$ cat src/rtl/dram_rd_pkg.sv
// Shared definitions for the DRAM0 read-data capture path.
// Holds the default geometry of the read queue and the line record
// (two beats of data plus their ECC) that the queue carries.
package dram_rd_pkg;

  localparam int DRAM_DEPTH  = 4;
  localparam int DRAM_BEAT_W = 256;
  localparam int DRAM_ECC_W  = 32;

  // One queued line: data = {beat1, beat0}, ecc = {ecc1, ecc0}.
  // The packed layout {data, ecc} is the bit order used on the queue.
  typedef struct packed {
    logic [2*DRAM_BEAT_W-1:0] data;
    logic [2*DRAM_ECC_W-1:0]  ecc;
  } line_t;

endpackage

$ cat src/rtl/dram0_rdq_fifo.sv
// Line queue for the DRAM0 read-data capture path.
// Ports:
//   clk, arst       - clock, asynchronous active-high reset
//   push, push_line - offer a line; dropped when full unless a pop happens too
//   pop             - remove head line (ignored while empty)
//   flush           - synchronous clear of count and pointers, beats push/pop
//   head            - line at the read pointer (valid when cnt > 0)
//   cnt, full       - number of lines held, cnt == DEPTH
module dram0_rdq_fifo
  import dram_rd_pkg::*;
#(
  parameter int DEPTH = DRAM_DEPTH,
  parameter int W     = $bits(line_t),
  localparam int PTR_W = $clog2(DEPTH)
) (
  input  logic             clk,
  input  logic             arst,
  input  logic             push,
  input  logic [W-1:0]     push_line,
  input  logic             pop,
  input  logic             flush,
  output logic [W-1:0]     head,
  output logic [PTR_W:0]   cnt,
  output logic             full
);

  logic [W-1:0]     mem [DEPTH];
  logic [PTR_W-1:0] wr_ptr;
  logic [PTR_W-1:0] rd_ptr;
  logic             do_push;
  logic             do_pop;

  assign full    = (cnt == (PTR_W+1)'(DEPTH));
  assign do_pop  = pop && (cnt != '0) && !flush;
  // A full queue still takes a line when the head leaves on the same edge.
  assign do_push = push && !flush && (!full || do_pop);

  // Head is read straight from the array so a line pushed into an empty
  // queue is visible the cycle after the edge that wrote it.
  assign head = mem[rd_ptr];

  // Storage carries no reset; its contents only matter below cnt.
  always_ff @(posedge clk) begin
    if (do_push) begin
      mem[wr_ptr] <= push_line;
    end
  end

  // Pointers wrap naturally because DEPTH is a power of two.
  always_ff @(posedge clk or posedge arst) begin
    if (arst) begin
      wr_ptr <= '0;
      rd_ptr <= '0;
      cnt    <= '0;
    end else if (flush) begin
      wr_ptr <= '0;
      rd_ptr <= '0;
      cnt    <= '0;
    end else begin
      if (do_push) wr_ptr <= wr_ptr + 1'b1;
      if (do_pop)  rd_ptr <= rd_ptr + 1'b1;
      case ({do_push, do_pop})
        2'b10:   cnt <= cnt + 1'b1;
        2'b01:   cnt <= cnt - 1'b1;
        default: cnt <= cnt;
      endcase
    end
  end

endmodule

$ cat src/rtl/dram0_rdata_capture.sv
// DRAM0 read-data capture: pairs incoming read beats into lines and queues
// them for the consumer.
// Ports:
//   clk, arst                      - clock, asynchronous active-high reset
//   io_dram_data_valid_buf         - valid read beat from the pad repeater
//   io_dram_data_in_buf / _ecc_    - beat data and ECC
//   que_rd_ready                   - consumer takes the head line
//   que_flush                      - discard all captured state
//   dram_rd_valid/_data/_ecc       - head line, data {beat1,beat0}, ecc {ecc1,ecc0}
//   dram_rd_cnt                    - lines held
//   dram_rd_ovf                    - sticky: a line was dropped on a full queue
module dram0_rdata_capture
  import dram_rd_pkg::*;
#(
  parameter int DEPTH  = DRAM_DEPTH,
  parameter int BEAT_W = DRAM_BEAT_W,
  parameter int ECC_W  = DRAM_ECC_W,
  localparam int CNT_W = $clog2(DEPTH) + 1
) (
  input  logic                 clk,
  input  logic                 arst,
  input  logic                 io_dram_data_valid_buf,
  input  logic [BEAT_W-1:0]    io_dram_data_in_buf,
  input  logic [ECC_W-1:0]     io_dram_ecc_in_buf,
  input  logic                 que_rd_ready,
  input  logic                 que_flush,
  output logic                 dram_rd_valid,
  output logic [2*BEAT_W-1:0]  dram_rd_data,
  output logic [2*ECC_W-1:0]   dram_rd_ecc,
  output logic [CNT_W-1:0]     dram_rd_cnt,
  output logic                 dram_rd_ovf
);

  localparam int LINE_W = 2*BEAT_W + 2*ECC_W;

  logic              phase;
  logic [BEAT_W-1:0] beat0_data;
  logic [ECC_W-1:0]  beat0_ecc;
  logic              push;
  logic              full;
  logic [LINE_W-1:0] push_line;
  logic [LINE_W-1:0] head;

  // Second beat of a pair completes a line; a flush kills the beat it sees.
  assign push      = io_dram_data_valid_buf && phase && !que_flush;
  assign push_line = {io_dram_data_in_buf, beat0_data, io_dram_ecc_in_buf, beat0_ecc};

  // Beat0 holding register is not reset; phase decides whether it is live.
  always_ff @(posedge clk) begin
    if (io_dram_data_valid_buf && !phase) begin
      beat0_data <= io_dram_data_in_buf;
      beat0_ecc  <= io_dram_ecc_in_buf;
    end
  end

  // Phase still toggles when the completed line is dropped on overflow.
  // Full implies the head is valid, so que_rd_ready alone means a pop.
  always_ff @(posedge clk or posedge arst) begin
    if (arst) begin
      phase       <= 1'b0;
      dram_rd_ovf <= 1'b0;
    end else if (que_flush) begin
      phase       <= 1'b0;
      dram_rd_ovf <= 1'b0;
    end else begin
      if (io_dram_data_valid_buf) phase <= !phase;
      if (push && full && !que_rd_ready) dram_rd_ovf <= 1'b1;
    end
  end

  dram0_rdq_fifo #(
    .DEPTH (DEPTH),
    .W     (LINE_W)
  ) u_fifo (
    .clk       (clk),
    .arst      (arst),
    .push      (push),
    .push_line (push_line),
    .pop       (que_rd_ready),
    .flush     (que_flush),
    .head      (head),
    .cnt       (dram_rd_cnt),
    .full      (full)
  );

  assign dram_rd_valid = (dram_rd_cnt != '0);
  assign dram_rd_data  = head[LINE_W-1:2*ECC_W];
  assign dram_rd_ecc   = head[2*ECC_W-1:0];

endmodule

$ cat config.mk
export PLATFORM = sky130hd
export DESIGN_NAME = dram0_rdata_capture
export DESIGN_NICKNAME = d
export VERILOG_FILES = /design/src/rtl/dram_rd_pkg.sv /design/src/rtl/dram0_rdq_fifo.sv /design/src/rtl/dram0_rdata_capture.sv
export SDC_FILE = /design/constraint.sdc
export NUM_CORES = 2
export LEC_CHECK = 0
export ABC_AREA = 1
export CAP_MARGIN = 20
export CORE_ASPECT_RATIO = 0.8
export CORE_MARGIN = 1.5
export CORE_UTILIZATION = 51
export CTS_CLUSTER_DIAMETER = 30
export DETAILED_ROUTE_END_ITERATION = 12
export PLACE_DENSITY = 0.83
export SLEW_MARGIN = 20
export SYNTH_ARGS = -nofsm -noshare
export SYNTH_HDL_FRONTEND = slang
export SYNTH_SLANG_ARGS = --single-unit
$ cat constraint.sdc
create_clock -name clk -period 24.5 [get_ports clk]
set_clock_uncertainty 0.05 [all_clocks]
set_input_delay 3.675 -clock clk [delete_from_list [all_inputs] [get_ports clk]]
set_output_delay 3.675 -clock clk [all_outputs]
set_load 0.01 [all_outputs]
## After elaboration in Yosys (flattened, before gate mapping)

Memory sizes are Yosys's and may differ from the RTL's.
Cells that the tools add are included.

| operators by class | value |
|---|---|
| add/sub/neg operators | 4 |
| eq/ne operators | 3 |
| muxes and demuxes | 12 |
| reduce and logical (&&, ||, !) cells | 20 |

Operator list:

| cell | count |
|---|---|
| $logic_and 1x1->1 | 9 |
| $mux 2 | 4 |
| $reduce_bool 2->1 | 4 |
| $mux 1 | 6 |
| $pmux 3 s2 | 1 |
| $reduce_bool 3->1 | 2 |
| $add 2x1->2 const B | 2 |
| $logic_not 1->1 | 4 |
| $add 3x1->3 const B | 1 |
| $eq 3x3->1 const B | 1 |
| $mux 3 | 1 |
| $sub 3x1->3 const B | 1 |
| $eq 2x1->1 const B | 1 |
| $eq 2x2->1 const B | 1 |
| $logic_or 1x1->1 | 1 |

| word-level totals | value |
|---|---|
| flip-flop bits (word level) | 297 |
| bits in writable memories | 2304 |
| input port bits | 293 |
| output and inout bits | 581 |
| logic and storage cells | 47 |
| memories kept | 1 |

Memory list:

| name | words | bits a word | read ports | clocked after memory_dff | wr ports | RTL line | source |
|---|---|---|---|---|---|---|---|
| u_fifo.mem | 4 | 576 | 1 | 0 | 1 | dram0_rdq_fifo.sv:27 | `logic [W-1:0] mem [DEPTH];` |

## Depth between registers and ports, before layout

| depth | value |
|---|---|
| word-level depth | 8 |
| mapped depth | 11 |
| gate-level depth less buffers | 11 |

## Modules after synthesis

From an unflattened synthesis, not the netlist that was laid out.

| second synthesis, totals | value |
|---|---|
| cell total of the unflattened synthesis | 5935 |
| area, all modules | 93883.8 um^2 |

Modules (own cells, without submodules):

| module | instances | cells an instance | area each (um^2) | seq. area each (um^2) |
|---|---|---|---|---|
| dram0_rdq_fifo | 1 | 5631 | 85114.1 | 69361.5 |
| dram0_rdata_capture | 1 | 304 | 8769.7 | 8698.3 |

## Worst setup path after synthesis

OpenSTA, ideal clock, no wires.

| timing path | value |
|---|---|
| kind | in2reg |
| from | in io_dram_data_valid_buf |
| to | mem u_fifo.mem[0][0] (netlist bit) (enable) |
| setup time | 1.532 ns |
| data arrival time | 27.812 ns |
| data required time | 22.918 ns |
| path slack | -4.894 ns |
| stages | 4 |
| path buffers | 0 |
| cell sequence | nand2_1 > nor2_1 > nand2_1 > nor2_1 |

| between the ends | value |
|---|---|
| longest elaborated chain between the ends | 6 |

RTL lines:

| what | RTL line | source |
|---|---|---|
| start, declared | dram0_rdata_capture.sv:22 | `input logic io_dram_data_valid_buf,` |
| $logic_and 1x1->1 (2 in series) | dram0_rdata_capture.sv:45 | `assign push = io_dram_data_valid_buf && phase && !que_flush;` |
| $logic_and 1x1->1 (2 in series) | dram0_rdq_fifo.sv:36 | `assign do_push = push && !flush && (!full \|\| do_pop);` |
| $mux 1 | dram0_rdq_fifo.sv:44 | `if (do_push) begin` |
| $mux 1 (implied by the code) | dram0_rdq_fifo.sv:45 | `mem[wr_ptr] <= push_line;` |
| end, declared | dram0_rdq_fifo.sv:27 |  |

Every way passes these cells.

## Worst setup path after layout

| timing path | value |
|---|---|
| from | reg u_fifo.rd_ptr[0] |
| to | out dram_rd_data[479] |

| between the ends | value |
|---|---|
| longest elaborated chain between the ends | 1 |

RTL lines:

| what | RTL line | source |
|---|---|---|
| start, declared | dram0_rdq_fifo.sv:29 | `logic [PTR_W-1:0] rd_ptr;` |
| start signal, assigned | dram0_rdq_fifo.sv:61 | `if (do_pop) rd_ptr <= rd_ptr + 1'b1;` |
| $mem_v2 4x576 | n/a |  |
| end, declared | dram0_rdata_capture.sv:28 | `output logic [2*BEAT_W-1:0] dram_rd_data,` |

Every way passes these cells.

==> summary.md <==
| Metric | Value |
|---|---|
| Status | `complete, no violations` |
| Final setup viols | `0` |
| Final wirelength | `254900 microns` |
| Synth Net Count | `between 6000 and 7000` |
| Post-CTS Setup Repair Bufs | `0` |
| Cell count after synthesis | `slightly below 6000` |
| Setup CP Type | `flip-flop to output port` |
| First-pass GRT wire length | `366000 microns` |
| Clock Latency Late Sink | `between 0.9 and 1 ns` |
| Sequential area share after synthesis | `between 80% and 90%` |
| Routability cong. | `approximately 0.88` |
| Die Span X | `a little under 500 microns` |
| Max cap viols | `0` |
| Setup slack, reg-to-reg | `19.16 ns` |
| Final setup TNS | `0 ns` |
| Worst rel slew slack | `16.02%` |
| Critical Path AT | `6.17 ns` |
| Die ar. | `~0.19 sq mm` |
| Largest net degree at the start of global routing | `approximately 350` |
| Clock root cell | `clkbuf_16` |
| DRC | `0` |
| DRT iter0 DRCs | `~7300` |
| Cell mode on critical path | `buf_4` |
| Multiplexer share of the synthesized area | `0%` |
| Vias in the first global route | `between 50000 and 60000` |
| Final net count | `about 7200` |
| CTS buffer count | `roughly 400` |
| Commonest cells post-synth | `edfxtp_1, nor2_1, o21ai_0` |
| Clk buf depth | `4` |
| CP endpoint | `dram_rd_data[479]` |
| Hold Crit Class | `flip-flop to flip-flop` |
| Clk slew on worst S/H paths | `0.06 ns` |
| TritonCTS clock tree | `built` |
| Max Slew Vio Count | `0` |
| Largest stage delay on the critical path | `just under 0.9 ns` |
| Netlist cell types | `20` |
| Site row count | `140` |
| RSZ-0062 raised after global routing | `false` |
| FF-to-FF path depth | `8` |
| HPWL Detailed | `between 100000 and 150000 microns` |
| Dominant cell type by area after synthesis | `edfxtp_1` |
| Combinational family with the most area after synthesis | `compound AO/OA/AOI/OAI gates` |
| Vias per std cell | `slightly above 6` |
| Core area | `0.1824 sq mm` |
| R2R Path End | `u_fifo.mem[0][248]$_DFFE_PP_` |
| Mapped Area | `between 0.09 and 0.1 sq mm` |
| Measured slew at the worst slew-check pin | `1.260 ns` |
| Hold Buf Count CTS | `0` |
| Die height | `386.6 microns` |
| Main area contributors after synthesis | `edfxtp_1, o21ai_0, nor2_1, o22ai_1, clkbuf_1` |
| Detailed-route wire length per cell | `between 20 and 30 microns` |
| EDFF count, synth | `about 2600` |
| Antenna violations before repair | `57` |
| Synth Area in Compound Gates | `between 10% and 20%` |
| Total GRT Usage | `a little over a quarter` |
| Max FO, Critical Path | `between 300 and 400` |
| Fmax | `around 100 MHz` |
| Fin crit period | `between 9 and 10 ns` |
| Post-DRT Antenna Nets | `0` |
| Final hold slack | `0.3928 ns` |
| GRT overflow | `0` |
| PortBufs | `between 800 and 900` |
| Critical path launch point | `u_fifo.rd_ptr[0]$_DFFE_PP0P_` |
| Area Growth Syn to Fin | `25.66%` |
| Cell with the most instances after synthesis | `edfxtp_1` |
| Ports | `874` |
| Starting density of the core | `~51%` |
| Share of the synthesized area in the top cell type | `between 80% and 90%` |
| Simple-Gate Fraction of Synth Area | `under 10%` |
| Asr flop ratio synth | `less than 1%` |
| Crit. End Element | `output port` |
| Flops & latches, synth | `around 2600` |
| Share of cells above drive strength 1 | `just under 10%` |
| Cts repair resizes | `0` |
| Worst r2r src | `u_fifo.cnt[0]$_DFFE_PP0P_` |
| Mean post-synth cell area | `about 16 sq um` |
| CP max stage cell | `buf_4` |
| DR vias | `between 50000 and 60000` |
| P_leak | `38.76 nW` |
| Crit path launch type | `flip-flop` |
| Req. time, crit path | `20.77 ns` |
| VDD IR-drop max | `about 86 uV` |
| Top FF cell, synth | `edfxtp_1` |
| Pre-antenna DRT Iters | `10` |
| Crit path cell chain | `clkinv_16 > buf_4 > buf_12 > buf_4 > o21ai_0 > o22ai_1 > clkdlybuf4s50_1` |
| Synth Area in Adders | `less than 1%` |
| Number of hold violations in the final report | `0` |
| Yosys warns | `0` |
| Pwr dens | `between 100 and 150 mW/mm^2` |
| Clk sinks | `around 2600` |
| H-tree Lvls | `5` |
| Final worst path period share | `about two fifths` |
| Post-synthesis xor/xnor area fraction | `0.009338%` |
-- sequential cells by signal (all words and copies together), names as in the netlist --
name	count
beat0_data	256
beat0_ecc	32
dram_rd_ovf	1
phase	1
u_fifo.cnt	3
u_fifo.mem	2304
u_fifo.rd_ptr	2
u_fifo.wr_ptr	2
-- kinds of logic (layout without fill, tap and decap cells) --
group                      count (synthesis)  count (layout)
DFF                                     2601            2601
AOI/OAI and AO/OA                       1737            1737
and+or+nand+nor                         1187            1187
buffers and inverters                    398            1670
adders and majority gates                  5               5
xor gates and xnor gates                   1               1
other                                      0              52
-- routing by layer --
metal  part of all wire (%)  track usage (%)  wire length, microns
met5                  0.023                0                    59
met4                    8.3            19.71                 21130
met3                    9.2            5.966                 23470
met2                     49            42.09                124400
met1                     34            30.95                 85800
-- power by group --
group,switching (W),total (W),leakage (nW),internal (W)
registers,0.0000516,0.00504,23.6,0.00499
clock network,0.00205,0.00555,6.36,0.00349
logic,0.000940,0.00152,8.77,0.000583
total,0.00304,0.0121,38.8,0.00906
-- metrics by stage --
stage / instance area, sq um / utilization, % / setup WS [ns] / std cells / power, W
3_3_place_gp: 104600 / 57.34 / 15.52 / 8896 / 0.006556
3_5_place_dp: 104600 / 57.34 / 15.51 / 8896 / 0.006596
6_report: 117900 / 64.64 / 14.61 / 9667 / 0.01211
5_1_grt: 117900 / 64.64 / 14.37 / 9666 / 0.01241
4_1_cts: 117700 / 64.57 / 14.60 / 9615 / 0.01212
2_1_floorplan: 93800 / - / -4.894 / 5929 / 0.005821
-- critical path: cells and delay by family, from the launching register on --
family / cells / cell delay, ns
flip-flops: 1 / 0.77
buffers and inverters: 5 / 3.49
AO/OA/AOI/OAI: 2 / 0.65
-- layout make-up --
| cell class | instances | area, sq um |
|---|---|---|
| inverter | 15 | 90.09 |
| fill | 11190 | 64480 |
| clock inverter | 279 | 2959 |
| multi-input combinational | 2930 | 14000 |
| tap | 2414 | 3020 |
| clock buffer | 440 | 10220 |
| timing repair buffer | 936 | 9374 |
| antenna | 52 | 130.1 |
| sequential | 2601 | 78070 |
-- how the worst min path moves through the flow --
stage / startpoint / to / depth (start not counted)
6_report: beat0_data[165]$_DFFE_PP_ / u_fifo.mem[3][229]$_DFFE_PP_ / 0
2_1_floorplan: beat0_ecc[0]$_DFFE_PP_ / u_fifo.mem[0][0]$_DFFE_PP_ / 0
4_1_cts: beat0_data[165]$_DFFE_PP_ / u_fifo.mem[3][229]$_DFFE_PP_ / 0
3_3_place_gp: beat0_data[20]$_DFFE_PP_ / u_fifo.mem[2][84]$_DFFE_PP_ / 0
3_5_place_dp: beat0_data[73]$_DFFE_PP_ / u_fifo.mem[0][137]$_DFFE_PP_ / 0
5_1_grt: beat0_data[185]$_DFFE_PP_ / u_fifo.mem[0][249]$_DFFE_PP_ / 0
-- layout by cell type, fill, tap and decap left out --
cell,instances
a21oi_1,4
buf_12,13
buf_4,50
bufinv_16,44
clkbuf_1,37
clkbuf_16,403
clkdlybuf4s50_1,873
clkinv_1,46
clkinv_16,1
clkinv_2,53
clkinv_4,33
clkinv_8,4
clkinvlp_4,40
dfrtp_1,7
dfrtp_4,2
diode_2,52
edfxtp_1,2592
fa_1,1
ha_1,4
inv_1,13
inv_16,1
inv_6,51
inv_8,8
nand2_1,15
nand3_1,10
nor2_1,1157
nor2_4,5
o21a_1,2
o21ai_0,1100
o21ai_1,55
o22ai_1,576
xnor2_1,1
(Power assumes the default switching activity.)
